## src/rtl/ram_access_ctrl_pkg.sv

```systemverilog
// Shared definitions for the sync_ram access controller: FSM encodings and default widths.
// Used by ram_access_ctrl and, when RAM_INIT_EN is defined, by ram_init_seq.
package ram_access_ctrl_pkg;

   localparam int DEF_ADDR_WIDTH = 10;
   localparam int DEF_DATA_WIDTH = 32;

   typedef enum logic [2:0] {
      ST_INIT     = 3'd0,
      ST_IDLE     = 3'd1,
      ST_RD_ISSUE = 3'd2,
      ST_RD_CAP   = 3'd3,
      ST_RSP      = 3'd4
   } ctrl_state_e;

endpackage

```

## src/rtl/ram_init_seq.sv

```systemverilog
// Post-reset clearing sweep: walks every RAM address once and flags completion.
// Only present when the RAM_INIT_EN macro is defined.
`ifdef RAM_INIT_EN
module ram_init_seq
   import ram_access_ctrl_pkg::*;
#(
   parameter int ADDR_WIDTH = DEF_ADDR_WIDTH
) (
   input  logic                  clk,
   input  logic                  reset,
   input  logic                  en,
   output logic [ADDR_WIDTH-1:0] addr,
   output logic                  issue,
   output logic                  done
);

   logic [ADDR_WIDTH-1:0] cnt_r;
   logic                  done_r;

   assign issue = en & ~done_r;
   assign addr  = cnt_r;
   assign done  = done_r;

   // Address counter advances once per issued clearing write; done latches after the top address.
   always_ff @(posedge clk) begin
      if (reset) begin
         cnt_r  <= {ADDR_WIDTH{1'b0}};
         done_r <= 1'b0;
      end else if (issue) begin
         cnt_r <= cnt_r + ADDR_WIDTH'(1);
         if (&cnt_r) begin
            done_r <= 1'b1;
         end else begin
            done_r <= done_r;
         end
      end else begin
         cnt_r  <= cnt_r;
         done_r <= done_r;
      end
   end

endmodule
`endif

```

## src/rtl/ram_access_ctrl.sv

```systemverilog
// Valid/ready request/response front end for sync_ram; RAM pins are driven from registers.
// Define RAM_INIT_EN to clear the whole RAM after every reset (busy high during the sweep).
module ram_access_ctrl
   import ram_access_ctrl_pkg::*;
#(
   parameter int ADDR_WIDTH = DEF_ADDR_WIDTH,
   parameter int DATA_WIDTH = DEF_DATA_WIDTH
) (
   input  logic                  clk,
   input  logic                  reset,
   input  logic                  req_valid,
   output logic                  req_ready,
   input  logic                  req_write,
   input  logic [ADDR_WIDTH-1:0] req_addr,
   input  logic [DATA_WIDTH-1:0] req_wdata,
   output logic                  rsp_valid,
   input  logic                  rsp_ready,
   output logic [DATA_WIDTH-1:0] rsp_rdata,
   output logic                  ram_writeEn,
   output logic                  ram_read,
   output logic [ADDR_WIDTH-1:0] ram_addr,
   output logic [DATA_WIDTH-1:0] ram_din,
   input  logic [DATA_WIDTH-1:0] ram_dout,
   output logic                  busy
);

`ifdef RAM_INIT_EN
   localparam ctrl_state_e RESET_STATE = ST_INIT;
`else
   localparam ctrl_state_e RESET_STATE = ST_IDLE;
`endif

   ctrl_state_e           state_r;
   ctrl_state_e           state_s;
   logic                  req_ready_r;
   logic                  rsp_valid_r;
   logic [DATA_WIDTH-1:0] rsp_rdata_r;
   logic                  ram_write_en_r;
   logic                  ram_read_r;
   logic [ADDR_WIDTH-1:0] ram_addr_r;
   logic [DATA_WIDTH-1:0] ram_din_r;
   logic                  req_fire_s;
   logic                  rsp_fire_s;

   assign req_fire_s = req_valid & req_ready_r;
   assign rsp_fire_s = rsp_valid_r & rsp_ready;

`ifdef RAM_INIT_EN
   logic                  init_en_s;
   logic [ADDR_WIDTH-1:0] init_addr_s;
   logic                  init_issue_s;
   logic                  init_done_s;
   logic                  busy_r;

   assign init_en_s = (state_r == ST_INIT);

   ram_init_seq #(
      .ADDR_WIDTH (ADDR_WIDTH)
   ) u_init_seq (
      .clk   (clk),
      .reset (reset),
      .en    (init_en_s),
      .addr  (init_addr_s),
      .issue (init_issue_s),
      .done  (init_done_s)
   );

   // busy mirrors the next state so it rises and falls with the clearing-write pulses
   always_ff @(posedge clk) begin
      if (reset) begin
         busy_r <= 1'b0;
      end else begin
         busy_r <= (state_s == ST_INIT);
      end
   end

   assign busy = busy_r;
`else
   assign busy = 1'b0;
`endif

   // State register
   always_ff @(posedge clk) begin
      if (reset) begin
         state_r <= RESET_STATE;
      end else begin
         state_r <= state_s;
      end
   end

   // Next-state logic; writes never leave IDLE so they can stream one per cycle
   always_comb begin
      state_s = state_r;
      case (state_r)
         ST_INIT: begin
`ifdef RAM_INIT_EN
            if (init_done_s) begin
               state_s = ST_IDLE;
            end else begin
               state_s = ST_INIT;
            end
`else
            state_s = ST_IDLE;
`endif
         end
         ST_IDLE: begin
            if (req_fire_s && !req_write) begin
               state_s = ST_RD_ISSUE;
            end else begin
               state_s = ST_IDLE;
            end
         end
         ST_RD_ISSUE: state_s = ST_RD_CAP;
         ST_RD_CAP:   state_s = ST_RSP;
         ST_RSP: begin
            if (rsp_fire_s) begin
               state_s = ST_IDLE;
            end else begin
               state_s = ST_RSP;
            end
         end
         default: state_s = ST_IDLE;
      endcase
   end

   // Registered RAM pins and response path; strobes default low so they pulse for one cycle only
   always_ff @(posedge clk) begin
      if (reset) begin
         req_ready_r    <= 1'b0;
         rsp_valid_r    <= 1'b0;
         rsp_rdata_r    <= {DATA_WIDTH{1'b0}};
         ram_write_en_r <= 1'b0;
         ram_read_r     <= 1'b0;
         ram_addr_r     <= {ADDR_WIDTH{1'b0}};
         ram_din_r      <= {DATA_WIDTH{1'b0}};
      end else begin
         req_ready_r    <= (state_s == ST_IDLE);
         ram_write_en_r <= 1'b0;
         ram_read_r     <= 1'b0;
         case (state_r)
            ST_INIT: begin
`ifdef RAM_INIT_EN
               if (init_issue_s) begin
                  ram_write_en_r <= 1'b1;
                  ram_addr_r     <= init_addr_s;
                  ram_din_r      <= {DATA_WIDTH{1'b0}};
               end else begin
                  ram_write_en_r <= 1'b0;
               end
`else
               ram_write_en_r <= 1'b0;
`endif
            end
            ST_IDLE: begin
               if (req_fire_s) begin
                  ram_addr_r <= req_addr;
                  if (req_write) begin
                     ram_write_en_r <= 1'b1;
                     ram_din_r      <= req_wdata;
                  end else begin
                     ram_read_r <= 1'b1;
                  end
               end else begin
                  ram_addr_r <= ram_addr_r;
               end
            end
            ST_RD_CAP: begin
               rsp_rdata_r <= ram_dout;
               rsp_valid_r <= 1'b1;
            end
            ST_RSP: begin
               if (rsp_fire_s) begin
                  rsp_valid_r <= 1'b0;
               end else begin
                  rsp_valid_r <= rsp_valid_r;
               end
            end
            default: begin
               rsp_valid_r <= rsp_valid_r;
            end
         endcase
      end
   end

   assign req_ready   = req_ready_r;
   assign rsp_valid   = rsp_valid_r;
   assign rsp_rdata   = rsp_rdata_r;
   assign ram_writeEn = ram_write_en_r;
   assign ram_read    = ram_read_r;
   assign ram_addr    = ram_addr_r;
   assign ram_din     = ram_din_r;

endmodule
```

## config.mk

```make
export PLATFORM = sky130hd
export DESIGN_NAME = ram_access_ctrl
export DESIGN_NICKNAME = d
export VERILOG_FILES = /design/src/rtl/ram_access_ctrl_pkg.sv /design/src/rtl/ram_init_seq.sv /design/src/rtl/ram_access_ctrl.sv
export SDC_FILE = /design/constraint.sdc
export NUM_CORES = 1
export LEC_CHECK = 0
export BUFFER_PORTS_ARGS = -buffer_cell sky130_fd_sc_hd__buf_2
export CAP_MARGIN = 30
export CORE_UTILIZATION = 39
export CTS_CLUSTER_DIAMETER = 30
export DETAILED_ROUTE_END_ITERATION = 8
export PLACE_DENSITY = 0.72
export SETUP_SLACK_MARGIN = 0.1
export SYNTH_ARGS = -nofsm -noshare
export SYNTH_HDL_FRONTEND = slang
export SYNTH_SLANG_ARGS = --single-unit
```

## constraint.sdc

```tcl
create_clock -name clk -period 1.3 [get_ports clk]
set_input_delay 0.065 -clock clk [delete_from_list [all_inputs] [get_ports clk]]
set_output_delay 0.065 -clock clk [all_outputs]
set_load 0.01 [all_outputs]
```

* Word level (Yosys, flattened, before mapping)
Cells that the tools add are included.
** Storage, ports and cells
- Bits in registers :: 81
- Output and inout port bits :: 79
- Logic and storage cells :: 32
** Cells by class
- Equality and inequality tests :: 6
- Muxes and demuxes :: 7
- Bitwise logic cells :: 4
- Reduce and logical (&&, ||, !) cells :: 7
** Operator list (count)
- $pmux W3 S4 :: 1
- $eq A3 B1 Y1 const B :: 2
- $eq A3 B2 Y1 const B :: 2
- $reduce_and A2 Y1 :: 2
- $eq A3 B3 Y1 const B :: 1
- $mux W1 :: 3
- $mux W3 :: 1
- $reduce_and A3 Y1 :: 1
- $reduce_or A3 Y1 :: 1
- $and A1 B1 Y1 :: 2
- $mux W2 :: 1
- $ne A2 B2 Y1 const B :: 1
- $not A1 Y1 :: 2
- $pmux W1 S2 :: 1
- $reduce_bool A2 Y1 :: 1
- $logic_and A1 B1 Y1 :: 1
- $logic_not A1 Y1 :: 1

* Logic depth before layout (Yosys ltp)
Gate-level depths: netlist of the first run.
- Depth after elaboration :: 5
- Depth in mapped cells :: 6
- Gate-level depth less buffers :: 3

* Least setup slack after synthesis of the first run
Ideal clock, no wire load.
- Path type :: reg2reg
- Start :: reg req_ready_r (netlist: req_ready)
- End :: reg ram_din_r[10] (netlist: ram_din[10])
- Library setup time :: 0.072 ns
- Arrival time :: 1.198 ns
- Path slack :: 0.030 ns
- Cell stages (with the launch flop) :: 6
- Path buffers :: 2
- Cell sequence :: dfxtp_1 nand4b_4 nor3b_2 buf_6 buf_12 mux2i_1
** Between the ends
- Cells in the longest elaborated chain, start to end :: 2
** Ends and longest elaborated chain
- from (decl) :: line ram_access_ctrl.sv:35 : logic req_ready_r;
- from (signal assigned) :: line ram_access_ctrl.sv:137 : req_ready_r <= (state_s == ST_IDLE);
- $and A1 B1 Y1 :: line ram_access_ctrl.sv:45 : assign req_fire_s = req_valid & req_ready_r;
- $reduce_and A3 Y1 (no source line)
- to (signal assigned) :: line ram_access_ctrl.sv:135 : ram_din_r <= {DATA_WIDTH{1'b0}};
- to (signal assigned) :: line ram_access_ctrl.sv:159 : ram_din_r <= req_wdata;
- to (decl) :: line ram_access_ctrl.sv:41 : logic [DATA_WIDTH-1:0] ram_din_r;
Every way passes these cells.
A chain may end at the register's enable or synchronous reset.

* Worst setup path in the final report of the first run
- Start :: reg state_r[2]
- End :: reg ram_din_r[21] (netlist: ram_din[21])
** Between the ends
- Cells in the longest elaborated chain, start to end :: 2
** Ends and longest elaborated chain
- from (decl) :: line ram_access_ctrl.sv:33 : ctrl_state_e state_r;
- from (signal assigned) :: line ram_access_ctrl.sv:87 : state_r <= state_s;
- $eq A3 B1 Y1 :: line ram_access_ctrl.sv:140 : case (state_r)
- $reduce_and A3 Y1 (no source line)
Every way passes these cells.

==> results of run 1 <==
kinds of logic (layout without fill, tap and decap cells):
kind of cell / count (synthesis) / after routing / share of synthesized area [%]
buffers and inverters: 29 / 262 / 5.893
multiplexers: 42 / 42 / 12.61
AND/OR/NAND/NOR: 161 / 161 / 26.05
AO/OA/AOI/OAI: 41 / 41 / 6.682
other: 1 / 1 / 0.1125
flip-flops: 81 / 81 / 48.65
power groups by stage:
stage	Clock (mW)	Combinational (mW)	Sequential [mW]
detailed placement	0	0.568	2.66
global route	2.23	0.886	2.62
CTS	2.15	0.781	2.61
global placement	0	0.552	2.66
finish	2.10	0.825	2.61
floorplan	0	0.286	2.70
timing repair:
| item | 4_1_cts | 5_1_grt |
|---|---|---|
| cloned | 3 | 3 |
| hold buffers | 74 | 0 |
| resized for setup | 13 | 22 |
| endpoints found under the hold margin | 74 | 0 |
| pin swaps | 6 | 5 |
| endpoints found under the setup margin | 66 | 74 |
| setup buffers | 2 | 0 |
final timing paths:
path	end	slack, ps	cells after the start
setup reg to reg	ram_din[21]$_SDFFE_PP0P_	-30	5
setup / recovery	ram_din[21]$_SDFFE_PP0P_	-30	5
hold reg to reg	rsp_rdata[17]$_SDFFE_PP0P_	450	2
hold / removal	ram_din[25]$_SDFFE_PP0P_	10	3
metrics by stage:
step / area, sq um / TNS [ps] / power, mW
after floorplan: 3338 / 0 / 2.983
after CTS: 5286 / -311.5 / 5.541
after global placement: 4199 / 0 / 3.211
after global routing: 5421 / -1492 / 5.737
final: 5421 / -86.18 / 5.535
after detailed placement: 4199 / -92.52 / 3.230
flip-flops by register name, indices dropped and copies added (netlist names):
name,cells
rsp_valid,1
state_r,3
ram_writeEn,1
ram_din,32
req_ready,1
rsp_rdata,32
ram_read,1
ram_addr,10
layer usage:
layer | up-vias | wire, um
met5 | - | 0
met1 | 1525 | 3960
met3 | 37 | 365
met2 | 106 | 5268
li1 | 1606 | -
met4 | 0 | 419
worst max-delay path: stages, from the launching register on:
cell      delay, ps
dfxtp_1         320
nand4b_4        180
nor3b_4         190
buf_6           180
buf_12          160
mux2i_2         230
cells in the final DEF (no fill, tap or decap), drive strengths merged:
cell type / netlist / layout
buf: 20 / 171
conb: 1 / 1
dlygate4sd3: 0 / 74
bufinv: 0 / 3
mux2i: 42 / 42
clkbuf: 8 / 12
a21oi: 36 / 36
inv: 1 / 1
clkinv: 0 / 1
nor3b: 1 / 1
or3b: 1 / 1
dfxtp: 81 / 81
nor2: 3 / 3
a211oi: 1 / 1
and3b: 2 / 2
o311a: 1 / 1
nor4: 1 / 1
a32o: 1 / 1
nor3: 1 / 1
nor2b: 1 / 1
nand2: 65 / 65
nand3b: 1 / 1
nand4b: 1 / 1
nand2b: 84 / 84
o211ai: 1 / 1
a21o: 1 / 1
cell type report:
type	count	area (sq um)
Tap cell	105	131.4
Sequential cell	81	1628
Inverter	1	3.754
Fill cell	626	2836
Multi-Input combinational cell	245	1617
Clock inverter	4	95.09
Timing Repair Buffer	248	1823
Clock buffer	9	123.9
==> impl_results.md, run 1 <==
- Pre-antenna DRT Iters: 4
- Share of cells above drive strength 1: 37.07%
- Maximum clock frequency: 751.7 MHz
- Worst EP arrival: 1590 ps
- Ant. Diodes: 0
- Final std cells w/o fill: 693
- Psw: 1.249 mW
- Area Growth Syn to Fin: 62.65%
- FF+latch count, synth: 81
- Avg WL per Cell: 14.45 um
- Hold Slack: 11.96 ps
- Vias in the first global route: 3,325
- Status: finished with violations
- PD cells: 1021 mW/mm^2
- Most numerous cell in the Yosys netlist: nand2b_1
- Vias per Instance: 4.724
- Post-Route WL: 10,010 um
- Final ANT Viol Nets: 0
- Dpl hpwl: 5448 um
- Clock latency on the worst-skew pair: 340 ps
- Area share of the largest cell type after synthesis: 48.65%
- Critical R2R Launch: state_r[2]$_SDFF_PP0_
- GP Congestion: 0.7426
- Met3 usage: 3.301%
- First-pass GRT wire length: 14,990 um
- Synthesized net count: 434
- Vias: 3,274
- Bufs on Longest Clock Path: 2
- Cell variety after synth: 26
- Core Area: 0.008258 sq mm
- Clock share of power: 38.0%
- Starting DRT DRC Count: 83
- Initial antenna violation count: 0
- Worst-path clk slew: 80 ps
- Unrepaired setup endpoints after global routing: yes
- Post-synthesis cell count: 355
- Setup ws final: -30.30 ps
- Post-synth top area cell: dfxtp_1
- Combinational power share: 14.9%
- Gr usage total: 21.67%
- LEAKAGE: 2.375 nW
- Die Wd: 94.45 um
- I/O Buffers: 156
- Setup Viol. Count Final: 6
- Asr flop ratio synth: 0%
- Die area: 0.008921 sq mm
- Die Ht: 94.45 um
- Synthesized area per cell: 9.389 sq um
- Clk sinks: 81
- Max IR drop VDD: 0.5544 mV
- Part of the Yosys area used for sequential elements: 48.65%
- Critical setup path kind: register to register
- Met1 Resource Use GR: 22.61%
- Violated checks: setup timing
- Number of synthesized flops with an enable pin: 0
- Seq pwr share: 47.1%
- Worst hold path class: input port to register
- Fin crit share: 102.3%
- Critical Path End Type: register
- Critical Path RT: 1560 ps
- Sw Share: 22.56%
- Top post-synthesis cells by count: 84 x nand2b_1, 81 x dfxtp_1, 65 x nand2_1, 42 x mux2i_1, 36 x a21oi_1
- Startpoint Class: register
- Slew Limit Fails: 0
- GRT met2 Usage: 40.40%
- Initial Util: 40.36%
- Number of CTS-inserted buffers: 9
- Minimum clock period: 1330 ps
- CTS tree: built
- HP Start: req_wdata[25]
- Pre-CTS setup slack: -24.96 ps
- Grt ovf: 0
- Max Cap Viol: 0
- Placed Cells: 598
- Worst setup startpoint: state_r[2]$_SDFF_PP0_
- Final Skew: 8.200 ps
- CTS root buf: clkbuf_8
- Mapped cell area: 0.003333 sq mm
- Nets: 665
- Largest net degree at the start of global routing: 81
- Yosys warning count: 0
- CTS H-tree lvls: 3
- Fin util: 65.65%
- GRT Max-Usage Layer: met2
- Row count: 33
- Final Hold Fails: 0
- Internal power: 4.286 mW
- Remaining DRCs: 0
- Worst Path Max Fanout: 9
- Ys flop type: dfxtp_1
- Top post-synthesis cells by area: dfxtp_1 49%, nand2b_1 16%, mux2i_1 13%
- Ports: 158
No activity file was read; power rests on OpenSTA's default activity.
==> inputs of run 2 (changes only) <==
--- a/config.mk
+++ b/config.mk
@@ -7,8 +7,8 @@
 export LEC_CHECK = 0
 export BUFFER_PORTS_ARGS = -buffer_cell sky130_fd_sc_hd__buf_2
 export CAP_MARGIN = 30
+export CORE_ASPECT_RATIO = 0.75
 export CORE_UTILIZATION = 39
-export CTS_CLUSTER_DIAMETER = 30
 export DETAILED_ROUTE_END_ITERATION = 8
 export PLACE_DENSITY = 0.72
 export SETUP_SLACK_MARGIN = 0.1
==> impl_results.md, run 2 (synthesis gave the netlist of run 1 again) <==
- Die Wd: 108.8 um (+15%)
- Critical Path End Type: register
- Remaining DRCs: 0 (unchanged)
- Pre-CTS setup slack: -13.71 ps (+11.25 ps)
- Violated checks: setup timing
- Row count: 28 (-15%)
- Sequential cell area: 0.001627 sq mm (about the same)
- Fin crit share: 103.6% (+1.3 points)
- Placed inst area: 0.004234 sq mm (+0.83%)
- Die Ht: 82.06 um (-13%)
- Critical Path RT: 1550 ps (about the same)
- Post-Route WL: 10,000 um (about the same)
- Top Family by Delay on Critical Path: simple AND/OR/NAND/NOR gates
- Maximum clock frequency: 742.6 MHz (-1.2%)
- Fillers: 604 (-3.5%)
- Max Cap Viol: 0 (unchanged)
- Worst hold path class: input port to register
- Area Growth Syn to Fin: 66.14%
- PD cells: 1131 mW/mm^2 (+11%)
- Buf/Inv on CP: 2 (unchanged)
- Status: finished with violations
- Share of cells above drive strength 1: 46.21% (+9.1 points)
- Vias per Instance: 4.801 (+1.6%)
- First-pass GRT wire length: 13,250 um (-12%)
- Clock latency on the worst-skew pair: 320 ps (-20 ps)
- Max IR drop VDD: 0.7480 mV (+35%)
- Crit-path slowest cell: and3b_2
- Worst-path clk slew: 60 ps (-20 ps)
- Setup Viol. Count Final: 28 (+22)
- Initial Util: 41.19% (+0.82 points)
- Slew Limit Fails: 0 (unchanged)
- Fin util: 68.43% (+2.8 points)
- Max incr delay on CP: 370 ps (+50 ps)
- Pre-antenna DRT Iters: 4 (unchanged)
- Final Skew: 5.891 ps (-2.309 ps)
- Starting DRT DRC Count: 164 (+98%)
- Nets: 643 (-3.3%)
- Hold Slack: 5.613 ps (-6.346 ps)
- Final ANT Viol Nets: 0 (unchanged)
- Core Area: 0.008093 sq mm (-2.0%)
- Startpoint Class: register
- Area of the multi-input gates: 0.001828 sq mm (+13%)
- Worst Path Max Fanout: 8 (-1)
- Grt ovf: 0 (unchanged)
- Ant. Diodes: 0 (unchanged)
- Clk sinks: 81 (unchanged)
- Final cell area excluding filler cells: 0.005538 sq mm (+2.1%)
- Initial antenna violation count: 0 (unchanged)
- CTS tree: built
- Dpl hpwl: 5500 um (+0.95%)
- Unrepaired setup endpoints after global routing: yes
- Vias: 3,226 (-1.5%)
- Minimum clock period: 1347 ps (+16.34 ps)
- CTS H-tree lvls: 3 (unchanged)
- Number of CTS-inserted buffers: 9 (unchanged)
- Most common cell after layout, fill and taps aside: buf_2
- Worst EP arrival: 1600 ps (about the same)
- LEAKAGE: 2.528 nW (+6.4%)
- I/O Buffers: 156 (unchanged)
- Avg WL per Cell: 14.89 um (+3.0%)
- Most frequent cells in the layout: 156 x buf_2, 84 x nand2b_1, 77 x dfxtp_1, 48 x dlygate4sd3_1, 42 x mux2i_1
- Vias in the first global route: 2,864 (-14%)
- Largest net degree at the start of global routing: 44 (-46%)
- GP Congestion: 0.7634 (+2.8%)
- Final Hold Fails: 0 (unchanged)
- CP cell instances: buf_4 > and3b_2 > clkbuf_16 > nand2_4 > a21oi_2
- CTS root buf: clkbuf_16
- Die area: 0.008924 sq mm (about the same)
- Setup ws final: -46.64 ps (-16.34 ps)
- Ports: 158 (unchanged)
- Bufs on Longest Clock Path: 2 (unchanged)
- Gr usage total: 19.21% (-2.5 points)
- Critical setup path kind: register to register
-- run 2: timing repair --
action	CTS	global route
hold endpoints to repair	47	1
gates resized for setup	7	89
pin swaps	0	24
hold buffers	47	1
setup endpoints to repair	36	75
gates cloned	2	4
buffers inserted	2	1
-- run 2: area by class of cell --
| type | instances | share of cell area, % |
|---|---|---|
| Multi-Input combinational cell | 245 | 33.01 |
| Sequential cell | 81 | 29.37 |
| Timing Repair Buffer | 226 | 29.17 |
| Clock buffer | 11 | 4.383 |
| Tap cell | 105 | 2.372 |
| Clock inverter | 3 | 1.627 |
| Inverter | 1 | 0.06778 |
-- run 2: worst reg2reg max path, stage by stage (launching register included) --
cell and delay [ps]:
dfxtp_2 320, buf_4 130, and3b_2 370, clkbuf_16 230
nand2_4 80, a21oi_2 150
-- run 2: final timing paths --
path / startpoint / to / slack [ps] / depth (start not counted)
hold reg to reg: rsp_rdata[22]$_SDFFE_PP0P_ / rsp_rdata[22]$_SDFFE_PP0P_ / 460 / 2
setup reg to reg: state_r[2]$_SDFF_PP0_ / rsp_rdata[7]$_SDFFE_PP0P_ / -50 / 5
setup / recovery: state_r[2]$_SDFF_PP0_ / rsp_rdata[7]$_SDFFE_PP0P_ / -50 / 5
hold / removal: req_wdata[5] / ram_din[5]$_SDFFE_PP0P_ / 6 / 3
-- run 2: per-layer routing --
metal | GRT usage (%) | part of all wire (%)
met1 | 22.81 | 40
met2 | 33.92 | 53
met3 | 3.810 | 3.2
met4 | 8.378 | 3.0
met5 | 0 | 0
-- run 2: metrics by stage --
step | power, mW | cells | TNS [ps]
after floorplan | 2.983 | 355 | 0
after global placement | 3.226 | 601 | 0
after detailed placement | 3.243 | 601 | -55.44
after CTS | 6.197 | 666 | -48.49
after global routing | 6.515 | 672 | -3552
final | 6.262 | 672 | -532.2
-- run 2: report_power, final --
part | switching [mW] | internal, mW
clock | 0.919 | 1.91
sequential | 0.0461 | 2.57
combinational | 0.368 | 0.456
total | 1.33 | 4.93
==> inputs of run 3 (changes only) <==
--- a/config.mk
+++ b/config.mk
@@ -11,6 +11,7 @@
 export CORE_UTILIZATION = 39
 export DETAILED_ROUTE_END_ITERATION = 8
 export PLACE_DENSITY = 0.72
+export RECOVER_POWER = 25
 export SETUP_SLACK_MARGIN = 0.1
 export SYNTH_ARGS = -nofsm -noshare
 export SYNTH_HDL_FRONTEND = slang
==> impl_results.md, run 3 (synthesis gave the netlist of run 1 again) <==
- Status: finished with violations
- Violated checks: setup timing
- Max Cap Viol: 0 (unchanged)
- Final ANT Viol Nets: 0 (unchanged)
- Worst-path clk slew: 60 ps (about the same)
- Vias: 3,251 (+0.77%)
- Vias per Instance: 4.838 (+0.77%)
- Startpoint Class: register
- Placed Cells: 601 (unchanged)
- Final std cells w/o fill: 672 (unchanged)
- Clk sinks: 81 (unchanged)
- Minimum clock period: 1346 ps (-0.4319 ps)
- CTS root buf: clkbuf_16
- Largest net degree at the start of global routing: 44 (unchanged)
- Row count: 28 (unchanged)
- Die area: 0.008924 sq mm (unchanged)
- Fillers: 618 (+2.3%)
- LEAKAGE: 2.433 nW (-3.8%)
- Reg2reg path depth: 5 (unchanged)
- Critical setup path kind: register to register
- Worst hold path class: input port to register
- Core Area: 0.008093 sq mm (unchanged)
- Share of cells above drive strength 1: 42.33% (-3.9 points)
- Grt ovf: 0 (unchanged)
- Setup ws final: -46.21 ps (+0.4319 ps)
- CTS tree: built
- RR Endpoint: rsp_rdata[7]$_SDFFE_PP0P_
- Clock latency on the worst-skew pair: 320 ps (about the same)
- Critical R2R Launch: state_r[2]$_SDFF_PP0_
- Critical Path End Type: register
- Register-to-register setup slack: -50 ps (about the same)
- Dpl hpwl: 5500 um (unchanged)
- Die Ht: 82.06 um (unchanged)
- Fin crit share: 103.6% (about the same)
- Worst setup startpoint: state_r[2]$_SDFF_PP0_
- Maximum clock frequency: 742.8 MHz (about the same)
- Vias in the first global route: 2,864 (unchanged)
- Unrepaired setup endpoints after global routing: yes
- Worst Path Max Fanout: 8 (unchanged)
- GP Congestion: 0.7634 (unchanged)
- Pre-antenna DRT Iters: 4 (unchanged)
- Starting DRT DRC Count: 138 (-16%)
- Gr usage total: 19.21% (unchanged)
- Post-Route WL: 10,020 um (+0.11%)
- Area Growth Syn to Fin: 65.32%
- I/O Buffers: 156 (unchanged)
- Number of CTS-inserted buffers: 9 (unchanged)
- Most frequent cells in the layout: 134 x buf_2, 84 x nand2b_1, 77 x dfxtp_1, 48 x dlygate4sd3_1, 42 x mux2i_1
- First-pass GRT wire length: 13,250 um (unchanged)
- Initial antenna violation count: 0 (unchanged)
- Initial Util: 41.19% (unchanged)
- Final Skew: 6.138 ps (+0.2471 ps)
- Nets: 643 (unchanged)
- Ant. Diodes: 0 (unchanged)
- Slew Limit Fails: 0 (unchanged)
- Critical path endpoint: rsp_rdata[7]$_SDFFE_PP0P_
- PD cells: 1136 mW/mm^2 (+0.42%)
- Remaining DRCs: 0 (unchanged)
- Critical Path RT: 1550 ps (about the same)
- Final Hold Fails: 0 (unchanged)
- Ports: 158 (unchanged)
- Worst EP arrival: 1600 ps (about the same)
- Avg WL per Cell: 14.90 um (+0.11%)
- Final TNS setup: -441.0 ps (+91.20 ps)
- Max IR drop VDD: 0.7480 mV (about the same)
- Most common cell after layout, fill and taps aside: buf_2
- CTS H-tree lvls: 3 (unchanged)
- Bufs on Longest Clock Path: 2 (unchanged)
- Die Wd: 108.8 um (unchanged)
- Setup Viol. Count Final: 26 (-7.1%)
-- run 3: cell type report --
type                       instances  area [sq um]  area share [%]
clock inverter                     3         90.09           1.635
sequential                        81          1627           29.52
inverter                           1         3.754         0.06812
multi-input combinational        245          1828           33.17
tap                              105         131.4           2.384
clock buffer                      11         242.7           4.405
timing repair buffer             226          1588           28.81
-- run 3: worst min path at each step --
stage | from | endpoint | slack [ps] | depth (start not counted)
after detailed placement | req_write | ram_read$_SDFF_PP0_ | 310 | 2
after CTS | req_wdata[5] | ram_din[5]$_SDFFE_PP0P_ | 1 | 3
after global routing | req_wdata[0] | ram_din[0]$_SDFFE_PP0P_ | 4 | 3
after global placement | req_write | ram_read$_SDFF_PP0_ | 300 | 2
final | req_wdata[19] | ram_din[19]$_SDFFE_PP0P_ | 6 | 3
after floorplan | req_write | ram_read$_SDFF_PP0_ | 140 | 1
-- run 3: power breakdown --
group          switching [mW]  internal [mW]  total, mW  leakage [nW]
registers              0.0467           2.57       2.61         0.657
clock network           0.917           1.91       2.82         0.162
logic                   0.368          0.451      0.820          1.61
-- run 3: repair_timing --
| action | CTS | global route |
|---|---|---|
| hold endpoints to repair | 47 | 1 |
| setup endpoints to repair | 36 | 75 |
| setup buffers | 2 | 1 |
| gates resized for setup | 7 | 89 |
| pin swaps | 0 | 24 |
| gates cloned | 2 | 4 |
| hold buffers | 47 | 1 |
-- run 3: through the flow --
| step | worst slack, ps | hold WS [ps] | cell area [sq um] | utilization, % | total power [mW] |
|---|---|---|---|---|---|
| after global routing | -104.5 | 4.393 | 5510 | 68.09 | 6.512 |
| after global placement | 53.05 | 303.8 | 4234 | 52.32 | 3.226 |
| final | -46.21 | 5.600 | 5510 | 68.09 | 6.257 |
| after CTS | -10.65 | 1.251 | 5120 | 63.27 | 6.197 |
| after floorplan | 77.40 | 143.2 | 3338 | - | 2.983 |
| after detailed placement | -13.71 | 309.2 | 4234 | 52.32 | 3.243 |
-- run 3: worst max-delay path: stages (launching register included) --
cell,delay (ps)
dfxtp_2,320
buf_4,130
and3b_2,370
clkbuf_16,230
nand2_4,70
a21oi_2,150
-- run 3: per-layer routing --
layer / vias to the layer above / routed length [um] / track usage, %
li1: 1574 / - / -
met1: 1536 / 4061 / 22.81
met2: 109 / 5283 / 33.92
met3: 32 / 325 / 3.810
met4: 0 / 345 / 8.378
met5: - / 0 / 0
